File: config.mk
export PLATFORM = sky130hd
export DESIGN_NAME = bcd_countdown_timer_flat
export DESIGN_NICKNAME = d
export VERILOG_FILES = /design/src/rtl/bcd_countdown_timer_if.sv /design/src/rtl/bcd_countdown_timer.sv /design/src/flat_wrapper.sv
export SDC_FILE = /design/constraint.sdc
export NUM_CORES = 1
export LEC_CHECK = 0
export CORE_ASPECT_RATIO = 0.7
export CORE_MARGIN = 3
export CORE_UTILIZATION = 51
export DETAILED_ROUTE_END_ITERATION = 16
export HOLD_SLACK_MARGIN = 0.02
export PLACE_DENSITY = 0.75
export SETUP_SLACK_MARGIN = 0.02
export SLEW_MARGIN = 5
export SYNTH_ARGS = -nofsm -noshare
export SYNTH_HDL_FRONTEND = slang
export SYNTH_SLANG_ARGS = --single-unit
File: constraint.sdc
create_clock -name clock -period 2.3 [get_ports clock]
set_input_delay 0.69 -clock clock [delete_from_list [all_inputs] [get_ports clock]]
set_output_delay 0.69 -clock clock [all_outputs]
set_load 0.01 [all_outputs]
File: src/rtl/bcd_countdown_timer_if.sv
// bcd_countdown_timer_if: control inputs and digit/status outputs of the countdown timer
interface bcd_countdown_timer_if;
  logic       load;
  logic [3:0] load_tens;
  logic [3:0] load_ones;
  logic       start;
  logic       pause;
  logic [3:0] tens;
  logic [3:0] ones;
  logic       running;
  logic       done;
  logic       blink;
  modport master (output load, load_tens, load_ones, start, pause,
                  input  tens, ones, running, done, blink);
  modport slave  (input  load, load_tens, load_ones, start, pause,
                  output tens, ones, running, done, blink);
endinterface

File: src/rtl/bcd_countdown_timer.sv
// bcd_countdown_timer: two-digit BCD down-counter with load/start/pause, done flag and blink
module bcd_countdown_timer #(
  parameter int TICK_DIV = 10_000_000,
  parameter int CNT_W    = 24
) (
  input logic                  clock,
  input logic                  reset,
  bcd_countdown_timer_if.slave bus
);
  typedef enum logic [1:0] {IDLE, RUN, PAUSED, DONE} state_t;
  state_t state, state_n;
  logic [3:0] tens_q, ones_q, tens_n, ones_n;
  logic [CNT_W-1:0] pre, pre_n, pre_inc;
  logic blink_q, blink_n, tick, zero, last;
  function automatic logic [3:0] clamp9(input logic [3:0] d);
    return d > 4'd9 ? 4'd9 : d;
  endfunction
  always_ff @(posedge clock) begin
    if (reset) begin
      state   <= IDLE;
      tens_q  <= '0;
      ones_q  <= '0;
      pre     <= '0;
      blink_q <= 1'b0;
    end else begin
      state   <= state_n;
      tens_q  <= tens_n;
      ones_q  <= ones_n;
      pre     <= pre_n;
      blink_q <= blink_n;
    end
  end
  // last: the decrement about to happen lands on 00
  always_comb begin
    state_n = state;
    tens_n  = tens_q;
    ones_n  = ones_q;
    pre_n   = pre;
    blink_n = blink_q;
    tick    = pre == CNT_W'(TICK_DIV - 1);
    pre_inc = tick ? '0 : pre + 1'b1;
    zero    = tens_q == 4'd0 && ones_q == 4'd0;
    last    = tens_q == 4'd0 && ones_q == 4'd1;
    if (bus.load && state != RUN) begin
      state_n = IDLE;
      tens_n  = clamp9(bus.load_tens);
      ones_n  = clamp9(bus.load_ones);
      pre_n   = '0;
      blink_n = 1'b0;
    end else begin
      case (state)
        IDLE: if (bus.start) begin
          state_n = zero ? DONE : RUN;
          pre_n   = '0;
        end
        PAUSED: if (bus.start) begin
          state_n = zero ? DONE : RUN;
          pre_n   = zero ? '0 : pre;
        end
        RUN: if (bus.pause) state_n = PAUSED;
        else begin
          pre_n = pre_inc;
          if (tick && !zero) begin
            ones_n  = ones_q != 4'd0 ? ones_q - 4'd1 : 4'd9;
            tens_n  = ones_q != 4'd0 ? tens_q : tens_q - 4'd1;
            state_n = last ? DONE : RUN;
          end
        end
        DONE: begin
          pre_n   = pre_inc;
          blink_n = tick ? ~blink_q : blink_q;
        end
        default: state_n = IDLE;
      endcase
    end
  end
  assign bus.tens    = tens_q;
  assign bus.ones    = ones_q;
  assign bus.running = state == RUN;
  assign bus.done    = state == DONE;
  assign bus.blink   = blink_q;
endmodule

File: src/flat_wrapper.sv
// flat-port wrapper written by rule: the top's interface ports become plain ports
module bcd_countdown_timer_flat 
#(
  parameter int TICK_DIV = 10_000_000,
  parameter int CNT_W    = 24
)
  (clock, reset, bus_load, bus_load_tens, bus_load_ones, bus_start, bus_pause, bus_tens, bus_ones, bus_running, bus_done, bus_blink);
  bcd_countdown_timer_if bus_i ();
  input logic clock;
  input logic reset;
  input wire logic [$bits(bus_i.load)-1:0] bus_load;
  input wire logic [$bits(bus_i.load_tens)-1:0] bus_load_tens;
  input wire logic [$bits(bus_i.load_ones)-1:0] bus_load_ones;
  input wire logic [$bits(bus_i.start)-1:0] bus_start;
  input wire logic [$bits(bus_i.pause)-1:0] bus_pause;
  output wire logic [$bits(bus_i.tens)-1:0] bus_tens;
  output wire logic [$bits(bus_i.ones)-1:0] bus_ones;
  output wire logic [$bits(bus_i.running)-1:0] bus_running;
  output wire logic [$bits(bus_i.done)-1:0] bus_done;
  output wire logic [$bits(bus_i.blink)-1:0] bus_blink;
  assign bus_i.load = bus_load;
  assign bus_i.load_tens = bus_load_tens;
  assign bus_i.load_ones = bus_load_ones;
  assign bus_i.start = bus_start;
  assign bus_i.pause = bus_pause;
  assign bus_tens = bus_i.tens;
  assign bus_ones = bus_i.ones;
  assign bus_running = bus_i.running;
  assign bus_done = bus_i.done;
  assign bus_blink = bus_i.blink;
  bcd_countdown_timer #(.TICK_DIV(TICK_DIV), .CNT_W(CNT_W)) u_core (.clock(clock), .reset(reset), .bus(bus_i));
endmodule
After elaboration in Yosys (flattened, before gate mapping)
Cells that the tools add are included.

Bitwise gates (word level): 1. Reduce and logical (&&, ||, !) cells: 19. $add $sub $neg: 3. Eq/ne operators: 14. $lt $le $gt $ge: 2. Multiplexer cells: 24.

Operators with widths (number): $mux 24 (5); $pmux 24 s4 (1); $mux 4 (12); $add 24x1->24 const B (1); $eq 24x24->1 const B (1); $mux 2 (5); $ne 2x1->1 const B (5); $gt 4x4->1 const B (2); $logic_not 4->1 (2); $reduce_and 4->1 (2); $sub 4x1->4 const B (2); $ne 2x2->1 const B (3); $reduce_and 3->1 (2); $reduce_bool 2->1 (3); $eq 2x2->1 const B (2); $eq 4x1->1 const B (1); $logic_and 1x1->1 (4); $pmux 2 s2 (1); $reduce_bool 4->1 (1); $reduce_or 2->1 (2); $ne 3x2->1 const B (1); $eq 2x1->1 const B (1); $logic_not 2->1 (1); $reduce_and 2->1 (1); other kinds (2) (2).

Bits of input ports: 13. Register bits: 35. Logic and storage cells: 68. Output and inout port bits: 11.

Logic depth before layout (Yosys ltp)
Gate-level depths: netlist (run 1).

Depth after elaboration: 8. Mapped depth: 8. Depth with buffers taken out: 7.

Worst setup path before layout (run 1)
OpenSTA, ideal clock, no wires.

Path kind: reg-to-reg. Start point: register u_core.pre[0]. End point: register u_core.ones_q[3] (netlist: u_core.bus.ones[3]). Cell stages (with the launch flop): 8. Clock period less this slack: 2216 ps. Path slack: 84 ps. Buffers on the path: 1. Setup time: 139 ps. Required time: 2161 ps. Arrival: 2077 ps. Cells stage by stage: dfxtp_1 > ha_1 > nand3_2 > or4_1 > buf_2 > or4_4 > o21ai_1 > a211oi_1.

Longest elaborated chain between the ends: 4.

RTL lines: start: declaration (RTL line bcd_countdown_timer.sv:13) `logic [CNT_W-1:0] pre, pre_n, pre_inc;`; start signal: assignment (RTL line bcd_countdown_timer.sv:29) `pre <= pre_n;`; $eq 24x24->1 (RTL line bcd_countdown_timer.sv:40) `tick = pre == CNT_W'(TICK_DIV - 1);`; $logic_and 1x1->1 (RTL line bcd_countdown_timer.sv:63) `if (tick && !zero) begin`; $reduce_bool 2->1 (no line); $reduce_and 3->1 (no line); end signal: assignment (RTL line bcd_countdown_timer.sv:28) `ones_q <= ones_n;`; end: declaration (RTL line bcd_countdown_timer.sv:12) `logic [3:0] tens_q, ones_q, tens_n, ones_n;`.

No other way between the ends. A chain may end at the register's enable or synchronous reset.

Final worst setup path (run 1)
Start point: register u_core.state[1]. End point: output bus_running.

Longest elaborated chain between the ends: 1.

RTL lines: start: declaration (RTL line bcd_countdown_timer.sv:11) `state_t state, state_n;`; start signal: assignment (RTL line bcd_countdown_timer.sv:26) `state <= state_n;`; $eq 2x1->1 (RTL line bcd_countdown_timer.sv:79) `assign bus.running = state == RUN;`; end: declaration (RTL line flat_wrapper.sv:18) `output wire logic [$bits(bus_i.running)-1:0] bus_running;`.

No other way between the ends.

==> metrics.cfg, run 1 <==
[outcome]
outcome=finished, final reports clean

[sta]
worstMarginPinSlew_ns=0.554
max_freq_mhz=455
finalHoldViolCount=0
finalMaxSlewViolations=0
min_period_over_period_pct=95.5
setup_tns_ns=0
rsz0062_at_grt=no
final.min_clock_period_ns=2.20
clock_skew_ns=0.00726
finalSetupViolCount=0
hold_slack_ns=0.520
slew-limit-headroom_pct=62.8

[drt]
vias=2450
wl_per_cell_um=17.0
wl_um=6590
drt_pass1_iterations=5
post_drt_via_cell_ratio=6.31
ant_nets=0
initialDrtViolationCount=317
drc=0

[synth]
synth_edf_count=0
synth.net_count=295
ys_async_sr_fraction_pct=0
synth_area_um2=2180
synth_flop_cell=dfxtp_1
synth.most_common_cell=dfxtp_1
synth_area_leaders=dfxtp_1 (32%), nand2_1 (4.7%), a21oi_1 (4.1%), nand3_1 (4.1%), nor2_1 (2.9%)
syn_inst=279
ys_seq_area_share_pct=32.2
synthTopCellsByCount=dfxtp_1 (35), nand2_1 (27), a21oi_1 (18), nand3_1 (18), nor2_1 (17)
ys_seq_elements=35
synth_top_area_share_pct=32.2
synth.avg_cell_area_um2=7.81
synth_warnings=0
synth_area_leader_cell=dfxtp_1
synth.distinct_cells=51

[floorplanning]
io_pins=24
die_w_um=84.1
die-area_um2=5100
num_rows=19
core_area_um2=4020
die_h_um=60.7
initial_core_util_pct=54.2

[worst_setup_path]
cp.arrival_ns=1.51
worstPathRequired_ns=1.61
crit_path_start_kind=flip-flop
critPathKind=flip-flop to output pin
worst-path-max-fanout=6
end_kind=output pin

[cells_and_area]
post-route-util_pct=70.6
num_antenna_cells=0
syn_to_final_growth_pct=30.2
finalInstanceArea_um2=2840
drive_above_1_share_pct=17.9
fillerInstances=323
final_net_count=351

[min_path]
hold_path_class=flip-flop to flip-flop

[power_and_ir_drop]
max-vdd-ir-drop_uv=329
p_per_area_nw_per_um2=468
total_power_mw=1.33
leakagePower_nw=1.00

[global_routing]
gr-usage-all-layers_pct=26.3
first_global_vias=2063
grt_max_degree=16
grt_pass1_wl_um=10600
overflow=0
antenna_found_initial=0

[clocking]
clk_pin_slew_worst_paths_ns=0.07
numCtsBuffers=5
clkLatencyLatePin_ns=0.29
postCtsHoldBufs=0
cts_root_buf=clkbuf_8
htreeDepth=2
cts_tree=built
clock_sinks=35
clockBufferDepth=2

[placed_design]
gp_congestion=0.948
dpl-instance-area_um2=2710
io_buffers=23
dp_hpwl_um=4880

[flow_run]
maxCapViolations=0

metrics by stage:
step,instances,setup slack (ns)
6_report,388,0.104
4_1_cts,387,0.0970
3_3_place_gp,379,-0.128
3_5_place_dp,379,-0.164
5_1_grt,388,0.0140
2_1_floorplan,279,0.0845
flip-flops by register name, indices dropped and copies added, names as in the netlist:
register and count:
u_core.pre 24, u_core.bus.tens 4, u_core.state 2, u_core.bus.ones 4, u_core.bus.blink 1
critical path: stages, from the launching register on:
cell,delay [ns]
dfxtp_1,0.35
nand2b_1,0.25
inv_1,0.09
clkdlybuf4s50_1,0.52
area by class of cell:
cell class                 count  area (um2)  share of cell area [%]
clock buffer                   7        76.3                    2.69
inverter                      11        41.3                    1.46
clock inverter                 1        5.00                   0.176
timing repair buffer          63         531                    18.7
multi-input combinational    219        1420                    50.0
tap                           52        65.1                    2.29
sequential                    35         701                    24.7
logic make-up (layout without fill, tap and decap cells):
group | Yosys count | count (layout) | synth area share (%)
flip-flops | 35 | 35 | 32.2
AND/OR/NAND/NOR | 137 | 137 | 36.4
adder cells (fa/ha/maj) | 3 | 3 | 1.72
AO/OA/AOI/OAI | 71 | 71 | 21.8
multiplexers | 5 | 5 | 2.30
buffers and inverters | 25 | 82 | 4.42
XOR/XNOR | 3 | 3 | 1.21
timing repair:
action / in CTS / in global routing
gates cloned: 0 / 0
buffers inserted: 0 / 1
pin swaps: 0 / 2
setup endpoints to repair: 1 / 4
gates resized for setup: 1 / 5
hold endpoints to repair: 0 / 0
where the power goes:
group	switching (mW)	leakage, nW	internal [mW]
registers	0.0160	0.284	0.618
logic	0.132	0.675	0.116
clock network	0.233	0.0422	0.213
total	0.382	1.00	0.947
layout by cell type, fill, tap and decap left out, types with 4 or more instances in the layout:
cell / count
nor2_1: 17
or4_1: 7
nand3_1: 17
mux2i_1: 5
a21oi_1: 18
and4_1: 5
or3_1: 10
o21ai_0: 8
nand4_1: 10
dfxtp_1: 35
nor4b_1: 4
and3_1: 4
a31oi_1: 10
nand2_1: 27
buf_4: 40
clkdlybuf4s50_1: 23
inv_1: 11
a211oi_1: 7
nor3_1: 10
clkbuf_8: 5
worst paths after layout:
check        cells past startpoint  slack [ns]                         start                           end
min reg2reg                      2        0.52   u_core.pre[23]$_SDFFE_PP0P_   u_core.pre[23]$_SDFFE_PP0P_
max                              3        0.10  u_core.state[1]$_SDFFE_PP0P_                   bus_running
min                              2        0.52   u_core.pre[23]$_SDFFE_PP0P_   u_core.pre[23]$_SDFFE_PP0P_
max reg2reg                      5        0.14   u_core.pre[11]$_SDFFE_PP0P_  u_core.state[1]$_SDFFE_PP0P_
per-layer routing:
layer / share of wire (%) / global-route usage (%) / wire, um / vias to the layer above
li1: - / - / - / 1182
met1: 49 / 41.4 / 3260 / 1130
met2: 40 / 35.2 / 2600 / 134
met3: 11 / 6.65 / 695 / 4
met4: 0.44 / 5.96 / 29 / 0
met5: 0 / 0 / 0 / -
Note: power is estimated with default switching activity, not from simulation.
==> run 2, diff against run 1 <==
GPL_ROUTABILITY_DRIVEN = 0   (was default)
PLACE_DENSITY = 0.73   (was 0.75)
==> run 2 against run 1 <==
Die area stayed put; sequential share of layout area increased by 0.43 points; global-route usage rose by 0.86 points; critical endpoint is now u_core.bus.ones[2]$_SDFFE_PP0P_; largest cell class unchanged.
==> metrics.cfg, run 2 (synthesis gave the netlist of run 1 again) <==
[drt]
wl_per_cell_um=17.2
ant_nets=0
drc=0
initialDrtViolationCount=231
vias=2433
wl_um=6630
post_drt_via_cell_ratio=6.30
drt_pass1_iterations=5

[sta]
clock_skew_ns=0.00785
finalMaxSlewViolations=0
max_freq_mhz=454
finalHoldViolCount=0
rsz0062_at_grt=no
min_period_over_period_pct=95.8
finalSetupViolCount=0
final.min_clock_period_ns=2.20
slew-limit-headroom_pct=62.5
worstMarginPinSlew_ns=0.557

[cells_and_area]
final_common_cell=buf_4
drive_above_1_share_pct=17.7
largest-register=u_core.pre
num_antenna_cells=0
multi_input_area_um2=1390
syn_to_final_growth_pct=28.2
largest_reg_flops=24
seqCellArea_um2=702
final_net_count=349
layout_common_cells=buf_4 (38), dfxtp_1 (34), nand2_1 (27), clkdlybuf4s50_1 (23)
post-route-util_pct=69.5
fillerInstances=350

[power_and_ir_drop]
switching_power_uw=383
p_int_uw=947
p_sw_share_pct=28.8
p_clk_share_pct=33.6
total_power_mw=1.33
leakagePower_nw=0.968
max-vdd-ir-drop_uv=419
p_comb_share_pct=18.6
seqPwrFrac_pct=47.8
p_per_area_nw_per_um2=476

[min_path]
hold_path_class=flip-flop to flip-flop
holdCritStartpoint=u_core.pre[23]$_SDFFE_PP0P_

[floorplanning]
die_h_um=60.7
num_rows=19
io_pins=24
core_area_um2=4020
die_w_um=84.1
initial_core_util_pct=54.2
die-area_um2=5100

[clocking]
cts_tree=built
numCtsBuffers=5
clk_pin_slew_worst_paths_ns=0.08
clock_sinks=35
post_cts_buffers=0
postCtsHoldBufs=0
clockBufferDepth=2
cts_root_buf=clkbuf_8
clkLatencyLatePin_ns=0.29
htreeDepth=2

[global_routing]
overflow=0
first_global_vias=2100
gr-usage-all-layers_pct=27.1
antenna_found_initial=0
grt_pass1_wl_um=10700
grt_max_degree=16

[worst_setup_path]
r2r_slack_ns=0.1
worstPathRequired_ns=2.54
crit_start=u_core.pre[11]$_SDFFE_PP0P_
path_delay_family=simple AND/OR/NAND/NOR gates
crit_cells=5
end_kind=flip-flop
critPathKind=flip-flop to flip-flop
r2r_cells=5
worst-path-max-fanout=10
reg2reg_from=u_core.pre[11]$_SDFFE_PP0P_
endpoint=u_core.bus.ones[2]$_SDFFE_PP0P_
crit_path_start_kind=flip-flop
crit_chain=nor4b_1, nand3_1, or4_4, a21oi_1, a21o_1
timing.rr.end=u_core.bus.ones[2]$_SDFFE_PP0P_
critPathBufInv=0
slowest_delay_ns=0.62
slowest_stage=or4_4
cp.arrival_ns=2.45

[placed_design]
dp_hpwl_um=5120
io_buffers=23

[outcome]
outcome=finished, final reports clean

[flow_run]
maxCapViolations=0

## run 2: timing repair
item,in CTS,in global routing
endpoints found under the hold margin,0,0
setup endpoints to repair,0,7
gates resized for setup,0,4
## run 2: how the worst min path moves through the flow
stage                                             end  slack (ns)  depth (start not counted)
final                     u_core.pre[23]$_SDFFE_PP0P_        0.52                          2
after CTS                 u_core.pre[23]$_SDFFE_PP0P_        0.51                          2
after floorplan           u_core.pre[23]$_SDFFE_PP0P_        0.46                          2
after global routing      u_core.pre[23]$_SDFFE_PP0P_        0.53                          2
after detailed placement  u_core.pre[23]$_SDFFE_PP0P_        0.49                          2
after global placement    u_core.pre[23]$_SDFFE_PP0P_        0.49                          2
## run 2: final cells by class
type	instances	share of cell area (%)
inverter	11	1.48
multi-input combinational	219	49.7
clock inverter	1	0.179
clock buffer	7	2.73
sequential	35	25.1
tap	52	2.33
timing repair buffer	61	18.5
## run 2: worst register-to-register path, cell delays in order, from the launching register on
cell and delay (ns):
dfxtp_1 0.40, nor4b_1 0.47, nand3_1 0.38, or4_4 0.62
a21oi_1 0.19, a21o_1 0.10
## run 2: power groups by stage
stage,Sequential (mW),Combinational (mW),Clock (mW)
after floorplan,0.650,0.114,0
after global placement,0.648,0.238,0
after detailed placement,0.649,0.242,0
after CTS,0.635,0.243,0.447
after global routing,0.638,0.267,0.470
final,0.636,0.248,0.447
## run 2: metrics by stage
step / setup TNS, ns / setup slack (ns) / area [um2] / instances / hold slack, ns
2_1_floorplan: 0 / 0.0845 / 2180 / 279 / 0.457
3_3_place_gp: -0.870 / -0.143 / 2700 / 378 / 0.485
3_5_place_dp: -1.55 / -0.179 / 2700 / 378 / 0.495
4_1_cts: 0 / 0.0395 / 2790 / 386 / 0.506
5_1_grt: 0 / 0.0264 / 2790 / 386 / 0.527
6_report: 0 / 0.0956 / 2790 / 386 / 0.515
## run 2: layer usage
layer  wire (um)  global-route usage, %
met1        3210                   40.1
met2        2660                   39.3
met3         713                   7.60
met4          55                   6.19
met5           0                      0
==> run 3, diff against run 2 <==
CTS_CLUSTER_SIZE = 24   (was default)
==> results of run 3 <==
Same layout as run 2: the final DEF is identical, and so are final timing and power.
